===== config.mk =====
export PLATFORM = sky130hd
export DESIGN_NAME = fb_rect_fill
export DESIGN_NICKNAME = d
export VERILOG_FILES = /design/src/rtl/hdmi_fb_pkg.sv /design/src/rtl/fb_rect_clip.sv /design/src/rtl/fb_rect_fill.sv
export SDC_FILE = /design/constraint.sdc
export NUM_CORES = 1
export LEC_CHECK = 0
export ABC_AREA = 0
export CAP_MARGIN = 20
export CORE_ASPECT_RATIO = 1.5
export CORE_UTILIZATION = 60
export CTS_CLUSTER_DIAMETER = 100
export DETAILED_ROUTE_END_ITERATION = 8
export GPL_ROUTABILITY_DRIVEN = 0
export PLACE_DENSITY_LB_ADDON = 0.12
export SYNTH_ARGS = -nofsm -noshare
export SYNTH_HDL_FRONTEND = slang
export SYNTH_SLANG_ARGS = --single-unit

===== constraint.sdc =====
create_clock -name clk_i -period 9.69 [get_ports clk_i]
set_input_delay 1.938 -clock clk_i [delete_from_list [all_inputs] [get_ports clk_i]]
set_output_delay 1.938 -clock clk_i [all_outputs]
set_load 0.01 [all_outputs]

===== src/rtl/hdmi_fb_pkg.sv =====
// hdmi_fb_pkg
// Shared definitions for the HDMI frame-buffer path: default frame
// dimensions (also used by the HDMI controller), the rectangle-fill FSM
// state type and the rectangle command record.
// No ports (package).
package hdmi_fb_pkg;

  localparam int FB_WIDTH_DEF  = 1280;
  localparam int FB_HEIGHT_DEF = 720;
  localparam int DATA_W_DEF    = 16;
  localparam int X_W_DEF       = $clog2(FB_WIDTH_DEF);
  localparam int Y_W_DEF       = $clog2(FB_HEIGHT_DEF);
  localparam int ADDR_W_DEF    = $clog2(FB_WIDTH_DEF * FB_HEIGHT_DEF);

  typedef enum logic [1:0] {
    ST_IDLE  = 2'd0,
    ST_SETUP = 2'd1,
    ST_FILL  = 2'd2,
    ST_DONE  = 2'd3
  } rect_state_t;

  // Field widths follow the default frame geometry.
  typedef struct packed {
    logic [X_W_DEF-1:0]    x;
    logic [Y_W_DEF-1:0]    y;
    logic [X_W_DEF-1:0]    w;
    logic [Y_W_DEF-1:0]    h;
    logic [DATA_W_DEF-1:0] color;
  } rect_cmd_t;

endpackage


===== src/rtl/fb_rect_clip.sv =====
// fb_rect_clip
// Combinational bounds policy for the rectangle-fill engine. Turns the
// registered command geometry into the effective exclusive end column and
// end line, plus an "empty" flag (nothing to write) and an error flag.
//
// Build option: FB_RECT_FILL_CLIP_EN
//   defined   - clamp the rectangle to the frame; off-frame origin gives an
//               empty rectangle; error flags any clamping/emptying.
//   undefined - any rectangle reaching past the frame is rejected whole.
//
// Ports:
//   x_i, y_i     : top-left corner
//   w_i, h_i     : size in pixels / lines
//   x_end_o      : effective exclusive end column (X_W+1 bits, never wraps)
//   y_end_o      : effective exclusive end line   (Y_W+1 bits, never wraps)
//   empty_o      : no pixel is to be written
//   err_o        : command exceeded the frame bounds
module fb_rect_clip
  import hdmi_fb_pkg::*;
#(
  parameter int FB_WIDTH  = FB_WIDTH_DEF,
  parameter int FB_HEIGHT = FB_HEIGHT_DEF,
  parameter int X_W       = $clog2(FB_WIDTH),
  parameter int Y_W       = $clog2(FB_HEIGHT)
) (
  input  logic [X_W-1:0] x_i,
  input  logic [Y_W-1:0] y_i,
  input  logic [X_W-1:0] w_i,
  input  logic [Y_W-1:0] h_i,
  output logic [X_W:0]   x_end_o,
  output logic [Y_W:0]   y_end_o,
  output logic           empty_o,
  output logic           err_o
);

  localparam logic [X_W:0] FB_W_L = FB_WIDTH[X_W:0];
  localparam logic [Y_W:0] FB_H_L = FB_HEIGHT[Y_W:0];

  logic [X_W:0] x_end_raw;
  logic [Y_W:0] y_end_raw;
  logic         zero_size;

  // One extra bit on each sum so x+w and y+h cannot wrap.
  assign x_end_raw = {1'b0, x_i} + {1'b0, w_i};
  assign y_end_raw = {1'b0, y_i} + {1'b0, h_i};
  assign zero_size = (w_i == '0) || (h_i == '0);

`ifdef FB_RECT_FILL_CLIP_EN
  logic x_oob;
  logic y_oob;
  logic x_clamp;
  logic y_clamp;

  always_comb begin
    x_oob   = ({1'b0, x_i} >= FB_W_L);
    y_oob   = ({1'b0, y_i} >= FB_H_L);
    x_clamp = (x_end_raw > FB_W_L);
    y_clamp = (y_end_raw > FB_H_L);
    x_end_o = x_clamp ? FB_W_L : x_end_raw;
    y_end_o = y_clamp ? FB_H_L : y_end_raw;
    empty_o = x_oob || y_oob || zero_size;
    err_o   = x_oob || y_oob || x_clamp || y_clamp;
  end
`else
  logic over;

  always_comb begin
    over    = (x_end_raw > FB_W_L) || (y_end_raw > FB_H_L);
    x_end_o = x_end_raw;
    y_end_o = y_end_raw;
    empty_o = over || zero_size;
    err_o   = over;
  end
`endif

endmodule


===== src/rtl/fb_rect_fill.sv =====
// fb_rect_fill
// Rectangle-fill engine driving the frame-buffer pixel write port of the
// HDMI controller. Accepts one command over valid/ready, then emits one
// write per clock in raster order until the rectangle is painted, followed
// by a one-cycle done pulse (with err on bounds violation).
//
// Build option: FB_RECT_FILL_CLIP_EN (bounds policy, see fb_rect_clip).
//
// Ports:
//   clk_i        : system clock, rising edge
//   rst_n_i      : asynchronous active-low reset
//   cmd_valid_i  : command present
//   cmd_ready_o  : engine idle (decoded from state)
//   cmd_x_i/y_i  : top-left corner
//   cmd_w_i/h_i  : width in pixels / height in lines
//   cmd_color_i  : fill value
//   pxl_en_o     : write strobe (registered)
//   pxl_addr_o   : linear address y*FB_WIDTH + x (registered)
//   pxl_data_o   : write data (registered)
//   busy_o       : not idle (decoded from state)
//   done_o       : one-cycle completion pulse (registered)
//   err_o        : bounds error, coincident with done_o (registered)
module fb_rect_fill
  import hdmi_fb_pkg::*;
#(
  parameter int FB_WIDTH  = FB_WIDTH_DEF,
  parameter int FB_HEIGHT = FB_HEIGHT_DEF,
  parameter int DATA_W    = DATA_W_DEF,
  parameter int X_W       = $clog2(FB_WIDTH),
  parameter int Y_W       = $clog2(FB_HEIGHT),
  parameter int ADDR_W    = $clog2(FB_WIDTH * FB_HEIGHT)
) (
  input  logic              clk_i,
  input  logic              rst_n_i,
  input  logic              cmd_valid_i,
  output logic              cmd_ready_o,
  input  logic [X_W-1:0]    cmd_x_i,
  input  logic [Y_W-1:0]    cmd_y_i,
  input  logic [X_W-1:0]    cmd_w_i,
  input  logic [Y_W-1:0]    cmd_h_i,
  input  logic [DATA_W-1:0] cmd_color_i,
  output logic              pxl_en_o,
  output logic [ADDR_W-1:0] pxl_addr_o,
  output logic [DATA_W-1:0] pxl_data_o,
  output logic              busy_o,
  output logic              done_o,
  output logic              err_o
);

  localparam logic [ADDR_W-1:0] FB_W_A = FB_WIDTH[ADDR_W-1:0];

  rect_state_t       state_q, state_d;
  rect_cmd_t         cmd_q, cmd_d;
  logic [X_W:0]      x_end_q, x_end_d;
  logic [Y_W:0]      y_end_q, y_end_d;
  logic              err_lat_q, err_lat_d;
  logic [ADDR_W-1:0] row_base_q, row_base_d;
  logic [X_W-1:0]    col_q, col_d;
  logic [Y_W-1:0]    line_q, line_d;
  logic              pxl_en_q, pxl_en_d;
  logic [ADDR_W-1:0] pxl_addr_q, pxl_addr_d;
  logic [DATA_W-1:0] pxl_data_q, pxl_data_d;
  logic              done_q, done_d;
  logic              err_q, err_d;

  logic [X_W:0]      clip_x_end;
  logic [Y_W:0]      clip_y_end;
  logic              clip_empty;
  logic              clip_err;

  logic [ADDR_W-1:0] row_setup;
  logic [X_W:0]      col_inc;
  logic [Y_W:0]      line_inc;
  logic              col_last;
  logic              line_last;

  fb_rect_clip #(
    .FB_WIDTH  (FB_WIDTH),
    .FB_HEIGHT (FB_HEIGHT),
    .X_W       (X_W),
    .Y_W       (Y_W)
  ) u_clip (
    .x_i     (cmd_q.x),
    .y_i     (cmd_q.y),
    .w_i     (cmd_q.w),
    .h_i     (cmd_q.h),
    .x_end_o (clip_x_end),
    .y_end_o (clip_y_end),
    .empty_o (clip_empty),
    .err_o   (clip_err)
  );

  // Start-of-rectangle row address; captured into row_base_q in SETUP.
  assign row_setup = ADDR_W'(cmd_q.y) * FB_W_A;

  // col_q/line_q track the pixel currently on the write port, so the last
  // column/line test looks one ahead against the exclusive end.
  assign col_inc   = {1'b0, col_q} + {{X_W{1'b0}}, 1'b1};
  assign line_inc  = {1'b0, line_q} + {{Y_W{1'b0}}, 1'b1};
  assign col_last  = (col_inc == x_end_q);
  assign line_last = (line_inc == y_end_q);

  assign cmd_ready_o = (state_q == ST_IDLE);
  assign busy_o      = (state_q != ST_IDLE);
  assign pxl_en_o    = pxl_en_q;
  assign pxl_addr_o  = pxl_addr_q;
  assign pxl_data_o  = pxl_data_q;
  assign done_o      = done_q;
  assign err_o       = err_q;

  always_comb begin
    state_d    = state_q;
    cmd_d      = cmd_q;
    x_end_d    = x_end_q;
    y_end_d    = y_end_q;
    err_lat_d  = err_lat_q;
    row_base_d = row_base_q;
    col_d      = col_q;
    line_d     = line_q;
    pxl_en_d   = 1'b0;
    pxl_addr_d = pxl_addr_q;
    pxl_data_d = pxl_data_q;
    done_d     = 1'b0;
    err_d      = 1'b0;

    case (state_q)
      ST_IDLE: begin
        if (cmd_valid_i) begin
          cmd_d.x     = cmd_x_i;
          cmd_d.y     = cmd_y_i;
          cmd_d.w     = cmd_w_i;
          cmd_d.h     = cmd_h_i;
          cmd_d.color = cmd_color_i;
          state_d     = ST_SETUP;
        end
      end

      ST_SETUP: begin
        x_end_d    = clip_x_end;
        y_end_d    = clip_y_end;
        err_lat_d  = clip_err;
        row_base_d = row_setup;
        col_d      = cmd_q.x;
        line_d     = cmd_q.y;
        if (clip_empty) begin
          state_d = ST_DONE;
          done_d  = 1'b1;
          err_d   = clip_err;
        end else begin
          // First pixel is launched straight out of SETUP so writes start
          // the cycle after it with no bubble.
          state_d    = ST_FILL;
          pxl_en_d   = 1'b1;
          pxl_addr_d = row_setup + ADDR_W'(cmd_q.x);
          pxl_data_d = cmd_q.color;
        end
      end

      ST_FILL: begin
        if (col_last && line_last) begin
          state_d = ST_DONE;
          done_d  = 1'b1;
          err_d   = err_lat_q;
        end else if (col_last) begin
          col_d      = cmd_q.x;
          line_d     = line_inc[Y_W-1:0];
          row_base_d = row_base_q + FB_W_A;
          pxl_en_d   = 1'b1;
          pxl_addr_d = row_base_q + FB_W_A + ADDR_W'(cmd_q.x);
        end else begin
          col_d      = col_inc[X_W-1:0];
          pxl_en_d   = 1'b1;
          pxl_addr_d = row_base_q + ADDR_W'(col_inc[X_W-1:0]);
        end
      end

      ST_DONE: begin
        state_d = ST_IDLE;
      end

      default: begin
        state_d = ST_IDLE;
      end
    endcase
  end

  always_ff @(posedge clk_i or negedge rst_n_i) begin
    if (!rst_n_i) begin
      state_q    <= ST_IDLE;
      cmd_q      <= '0;
      x_end_q    <= '0;
      y_end_q    <= '0;
      err_lat_q  <= 1'b0;
      row_base_q <= '0;
      col_q      <= '0;
      line_q     <= '0;
      pxl_en_q   <= 1'b0;
      pxl_addr_q <= '0;
      pxl_data_q <= '0;
      done_q     <= 1'b0;
      err_q      <= 1'b0;
    end else begin
      state_q    <= state_d;
      cmd_q      <= cmd_d;
      x_end_q    <= x_end_d;
      y_end_q    <= y_end_d;
      err_lat_q  <= err_lat_d;
      row_base_q <= row_base_d;
      col_q      <= col_d;
      line_q     <= line_d;
      pxl_en_q   <= pxl_en_d;
      pxl_addr_q <= pxl_addr_d;
      pxl_data_q <= pxl_data_d;
      done_q     <= done_d;
      err_q      <= err_d;
    end
  end

endmodule


# ---- After elaboration in Yosys (flattened, before gate mapping)
# Cells that the tools add are included.
# Widths: inputs -> output; s select.
dict set report classes {
  mul 1
  n_addsub 8
  n_eq_ne 10
  reduce_logical 15
  muxes 26
  magnitude_cmp 2
  bitwise_logic 1
}
# operator count
set op_table {}
lappend op_table {{$mux 20} 5}
lappend op_table {{$pmux 20 s2} 2}
lappend op_table {{$add 20x11->20} 3}
lappend op_table {{$mux 11} 2}
lappend op_table {{$pmux 11 s2} 1}
lappend op_table {{$add 20x11->20 const B} 1}
lappend op_table {{$mux 10} 2}
lappend op_table {{$pmux 10 s2} 1}
lappend op_table {{$add 11x1->12 const B} 1}
lappend op_table {{$add 11x11->12} 1}
lappend op_table {{$eq 12x12->1} 1}
lappend op_table {{$gt 12x11->1 const B} 1}
lappend op_table {{$mul 10x3->12 const B} 1}
lappend op_table {{$add 10x1->11 const B} 1}
lappend op_table {{$add 10x10->11} 1}
lappend op_table {{$eq 11x11->1} 1}
lappend op_table {{$gt 11x10->1 const B} 1}
lappend op_table {{$logic_not 11->1} 1}
lappend op_table {{$logic_not 10->1} 1}
lappend op_table {{$ne 2x2->1 const B} 5}
lappend op_table {{$pmux 2 s4} 1}
lappend op_table {{$reduce_and 2->1} 4}
lappend op_table {{$mux 1} 7}
lappend op_table {{$pmux 1 s2} 3}
lappend op_table {{9 further kinds} 15}
dict set report word_totals {
  elab_cells 80
  out_inout_bits 41
  reg_bits 164
  input_bits 61
}

# ---- Longest topological paths before layout
dict set report depth {
  depth_word 6
  depth_mapped 15
  mapped_depth_nobuf 12
}

# ---- Modules after synthesis
# From an unflattened synthesis, not the netlist that was laid out.
dict set report hier_totals {
  cells_unflattened 1102
  hier_area_um2 10781.6
}
# mod area_per_inst_um2 seq_area_each_um2 cells_each n_inst
set modules_own_cells {}
lappend modules_own_cells {fb_rect_fill 9769.4 3903.7 969 1}
lappend modules_own_cells {fb_rect_clip 1012.2 0.0 133 1}

# ---- Least setup slack after synthesis
# No wires, ideal clock.
dict set report synth_timing {
  kind {register to register}
  from {reg cmd_q[37] (netlist bit)}
  to {reg pxl_addr_q[0], in the netlist pxl_addr_o[0]}
  t_required_ps 9565
  path_buffers 1
  path_stages_with_launch 13
  arrival_ps 3330
  path_slack_ps 6235
  period_less_slack_ps 3455
  setup_time_ps 125
  cell_sequence {dfrtp_1 ha_1 fa_1 a21oi_1 nor2_1 or2_2 o311ai_2 nor2b_4 a2111oi_4 nand4_4 a21oi_4 buf_12 mux2_4}
}
dict set report synth_between {
  elab_chain_len 6
}
# element line_no
set synth_rtl {}
lappend synth_rtl {{start, declared} fb_rect_fill.sv:53} ;# rect_cmd_t cmd_q, cmd_d;
lappend synth_rtl {{start signal, assigned} fb_rect_fill.sv:204} ;# cmd_q <= cmd_d;
lappend synth_rtl {{$add 10x10->11} fb_rect_clip.sv:45} ;# assign y_end_raw = {1'b0, y_i} + {1'b0, h_i};
lappend synth_rtl {{$gt 11x10->1} fb_rect_clip.sv:68} ;# over = (x_end_raw > FB_W_L) || (y_end_raw > FB_H_L);
lappend synth_rtl {{$logic_or 1x1->1} fb_rect_clip.sv:68}
lappend synth_rtl {{$logic_or 1x1->1} fb_rect_clip.sv:71} ;# empty_o = over || zero_size;
lappend synth_rtl {{$ne 2x2->1 (no source line)} --}
lappend synth_rtl {{$reduce_and 3->1 (no source line)} --}
lappend synth_rtl {{end signal, assigned} fb_rect_fill.sv:212} ;# pxl_addr_q <= pxl_addr_d;
lappend synth_rtl {{end, declared} fb_rect_fill.sv:61} ;# logic [ADDR_W-1:0] pxl_addr_q, pxl_addr_d;
# No other way between the ends.
# A chain may end at the register's enable or synchronous reset.

# ---- Worst setup path in the final report
dict set report layout_timing {
  from {reg cmd_q[37] (netlist bit)}
  to {reg pxl_addr_q[4], in the netlist pxl_addr_o[4]}
}
# The elaborated chain is that of the path after synthesis.

==> summary.md <==
| Metric | Value |
|---|---|
| Status | finished clean |
| Critical path's top delay family | compound AO/OA/AOI/OAI gates |
| Largest net degree at the start of global routing | 94 |
| Nets | 1219 |
| First-pass GRT wire length | 39800 um |
| # IOs | 102 |
| Synth area leader | dfrtp_1 |
| Remaining antenna violation count | 0 |
| Endpoints failing hold | 0 |
| Fmax achieved | 224 MHz |
| Port bufs | 101 |
| Vias in the first global route | 8050 |
| Worst Hold Class | reg -> reg |
| Top FF cell, synth | dfrtp_1 |
| Seq/Total Area, Yosys | 37.8% |
| Synth Register Bits | 156 |
| Slowest-stage cell, CP | a21oi_4 |
| Clock Skew | 0.0136 ns |
| Warnings, synthesis | 0 |
| Seq. cell area | 0.00390 mm2 |
| Max Slew Vio Count | 0 |
| Minimum clock period | 4.47 ns |
| Initial antenna violation count | 0 |
| Routed vias | 8121 |
| FILL cells | 1325 |
| Core area | 0.0168 mm2 |
| H-tree lvl count | 4 |
| Post-Syn Area | 0.0103 mm2 |
| Yosys cell types | 81 |
| Final setup viols | 0 |
| Setup Fix Bufs, Post-CTS | 0 |
| Die Y | 163 um |
| CTS Buf Count | 17 |
| Synth Instances | 1034 |
| CP cell instances | ha_1 -> fa_1 -> a21oi_1 -> nor2_1 -> or2_2 -> o311ai_2 -> nor2b_4 -> a2111oi_4 -> nand4_4 -> a21oi_4 -> mux2_4 |
| RSZ-0062 raised after global routing | false |
| Total GRT Usage | 29.0% |
| CP peak stage delay | 0.93 ns |
| Initial Util | 61.4% |
| CP required | 10.01 ns |
| Hold WS | 0.500 ns |
| Worst-Skew Late Latency | 0.44 ns |
| Cts repair resizes | 0 |
| Crit Path Class | reg -> reg |
| Worst path bufs/invs | 0 |
| Width of the die | 109 um |
| CTS root buf | clkbuf_16 |
| Die area | 0.0178 mm2 |
| Area of the multi-input gates | 0.00595 mm2 |
| Critical path endpoint category | flip-flop |
| Slew @ Worst Pin | 1.01 ns |
| Post-synth top area share | 37.8% |
| Worst vdd ir | 0.000153 V |
| Synthesized Nets | 1152 |
| Slew HR | 32.4% |
| Drt total wl | 24000 um |
| Max-Cap Viols | 0 |
| Total grt overflow | 0 |
| Hold buffer count at CTS | 0 |
| CTS tree | done |
| Final period util | 46.1% |
| Async S/R FF share, synth | 100% |
| Clk sinks | 156 |
| N_diodes | 0 |
| CTS clock-pin slew for the worst setup and hold paths | 0.07 ns |
| Initial drt markers | 370 |
| PwrDens | 115 mW/mm2 |
| Mean Syn Cell Area | 10.0 um2 |
| CP Data Arrival Time | 4.79 ns |
| Startpoint Class | flip-flop |
| CP Max Fanout | 20 |
| WL/cell | 18.1 um |
| Detailed placement HPWL | 17400 um |
| Layout area overhead | 15.4% |
| Remaining DRCs | 0 |
| EDFF count, synth | 0 |
| Total Negative Setup Slacks | 0 ns |
| DRT Pass-1 Iters | 5 |
| Synth area leaders | dfrtp_1 (38%), mux2_2 (9.0%), ha_1 (6.4%) |
| Clock Tree Buf Depth | 2 |
| Vias per cell | 6.13 |
| Num rows | 58 |
| Share of cells above drive strength 1 | 14.9% |
| Leakage | 5.65 nW |
[flip-flops by register name, indices dropped and copies added (netlist names), 2 cells and up]
name	cells
col_q	11
pxl_data_o	16
state_q	2
line_q	10
pxl_addr_o	20
x_end_q	12
cmd_q	58
y_end_q	11
row_base_q	12
[cell families after synthesis]
kind of cell,after synthesis,share of synthesized area (%)
and+or+nand+nor,276,13.8
AOI/OAI and AO/OA,260,17.0
DFF,156,37.8
muxes,118,13.3
buffers and inverters,96,4.76
xor gates and xnor gates,70,6.11
adders and majority gates,57,7.19
other,1,0.0363
[worst reg2reg max path: cells and delay by family (launching register included)]
kind                     cells  cell delay, ns
multiplexers                 1            0.39
AND/OR/NAND/NOR              4            0.95
flip-flops                   1            0.45
AO/OA/AOI/OAI                4            1.91
adder cells (fa/ha/maj)      2            0.66
[cells in the final DEF, fill, tap and decap left out, drive strengths merged, types with 5 or more instances in the layout]
cell / count
or3: 5
a21oi: 61
a21o: 20
dfrtp: 156
a2bb2oi: 7
o21bai: 6
a21boi: 6
nor2b: 12
nor2: 69
o211ai: 7
a211oi: 10
o21ai: 60
xor2: 27
nand2: 72
nand3: 34
xnor2: 43
or2: 5
nor3: 15
o22ai: 13
mux2i: 16
o31ai: 6
o21a: 8
clkbuf: 17
ha: 53
buf: 6
and3: 15
o22a: 9
mux2: 102
o2111ai: 6
and2: 6
a31oi: 13
nor4: 7
clkinv: 7
and4: 9
inv: 45
clkdlybuf4s50: 100
nand4: 9
[layout make-up]
type	count	share of cell area (%)
multi-input combinational	782	49.9
sequential	156	32.7
timing repair buffer	106	8.80
clock buffer	17	3.57
tap	210	2.20
clock inverter	15	1.62
inverter	38	1.20
[synthesized netlist by cell type (all sizes together) (28+ instances only)]
| library cell | instances |
|---|---|
| inv | 37 |
| nor2 | 69 |
| dfrtp | 156 |
| buf | 28 |
| ha | 53 |
| nand3 | 34 |
| a21oi | 61 |
| o21ai | 60 |
| xnor2 | 43 |
| clkbuf | 30 |
| nand2 | 72 |
| mux2 | 102 |
[layer usage]
metal	up-vias	routed length (um)	GRT usage, %
met5	-	0	0
met1	3933	9810	34.8
li1	3894	-	-
met4	0	917	14.1
met2	240	12200	50.0
met3	54	1040	4.56
[final timing paths]
path | slack (ns) | depth (start not counted) | from | endpoint
min | 0.50 | 1 | cmd_q[10] | pxl_data_o[10]
min in group asynchronous | 1.57 | 1 | rst_n_i | pxl_addr_o[0]
min reg2reg | 0.50 | 1 | cmd_q[10] | pxl_data_o[10]
max in group asynchronous | 6.77 | 2 | rst_n_i | row_base_q[16]
max reg2reg | 5.22 | 11 | cmd_q[37] | pxl_addr_o[4]
max | 5.22 | 11 | cmd_q[37] | pxl_addr_o[4]
[per-stage QoR]
step / std cells / utilization, % / power (mW) / setup WS, ns / instance area [um2]
after floorplan: 1034 / - / 0.665 / 6.23 / 10300
after CTS: 1324 / 70.9 / 1.39 / 5.18 / 11900
after global placement: 1292 / 67.2 / 0.703 / 5.26 / 11300
after global routing: 1324 / 70.9 / 1.42 / 4.96 / 11900
after detailed placement: 1292 / 67.2 / 0.703 / 5.17 / 11300
final: 1324 / 70.9 / 1.37 / 5.22 / 11900
[power breakdown]
part	leakage, nW	total, mW	internal (mW)	switching [mW]
clock	0.302	0.685	0.373	0.312
sequential	2.14	0.651	0.651	0
combinational	3.21	0.0382	0.0219	0.0162
total	5.65	1.37	1.05	0.329
No activity file was read; power rests on OpenSTA's default activity.
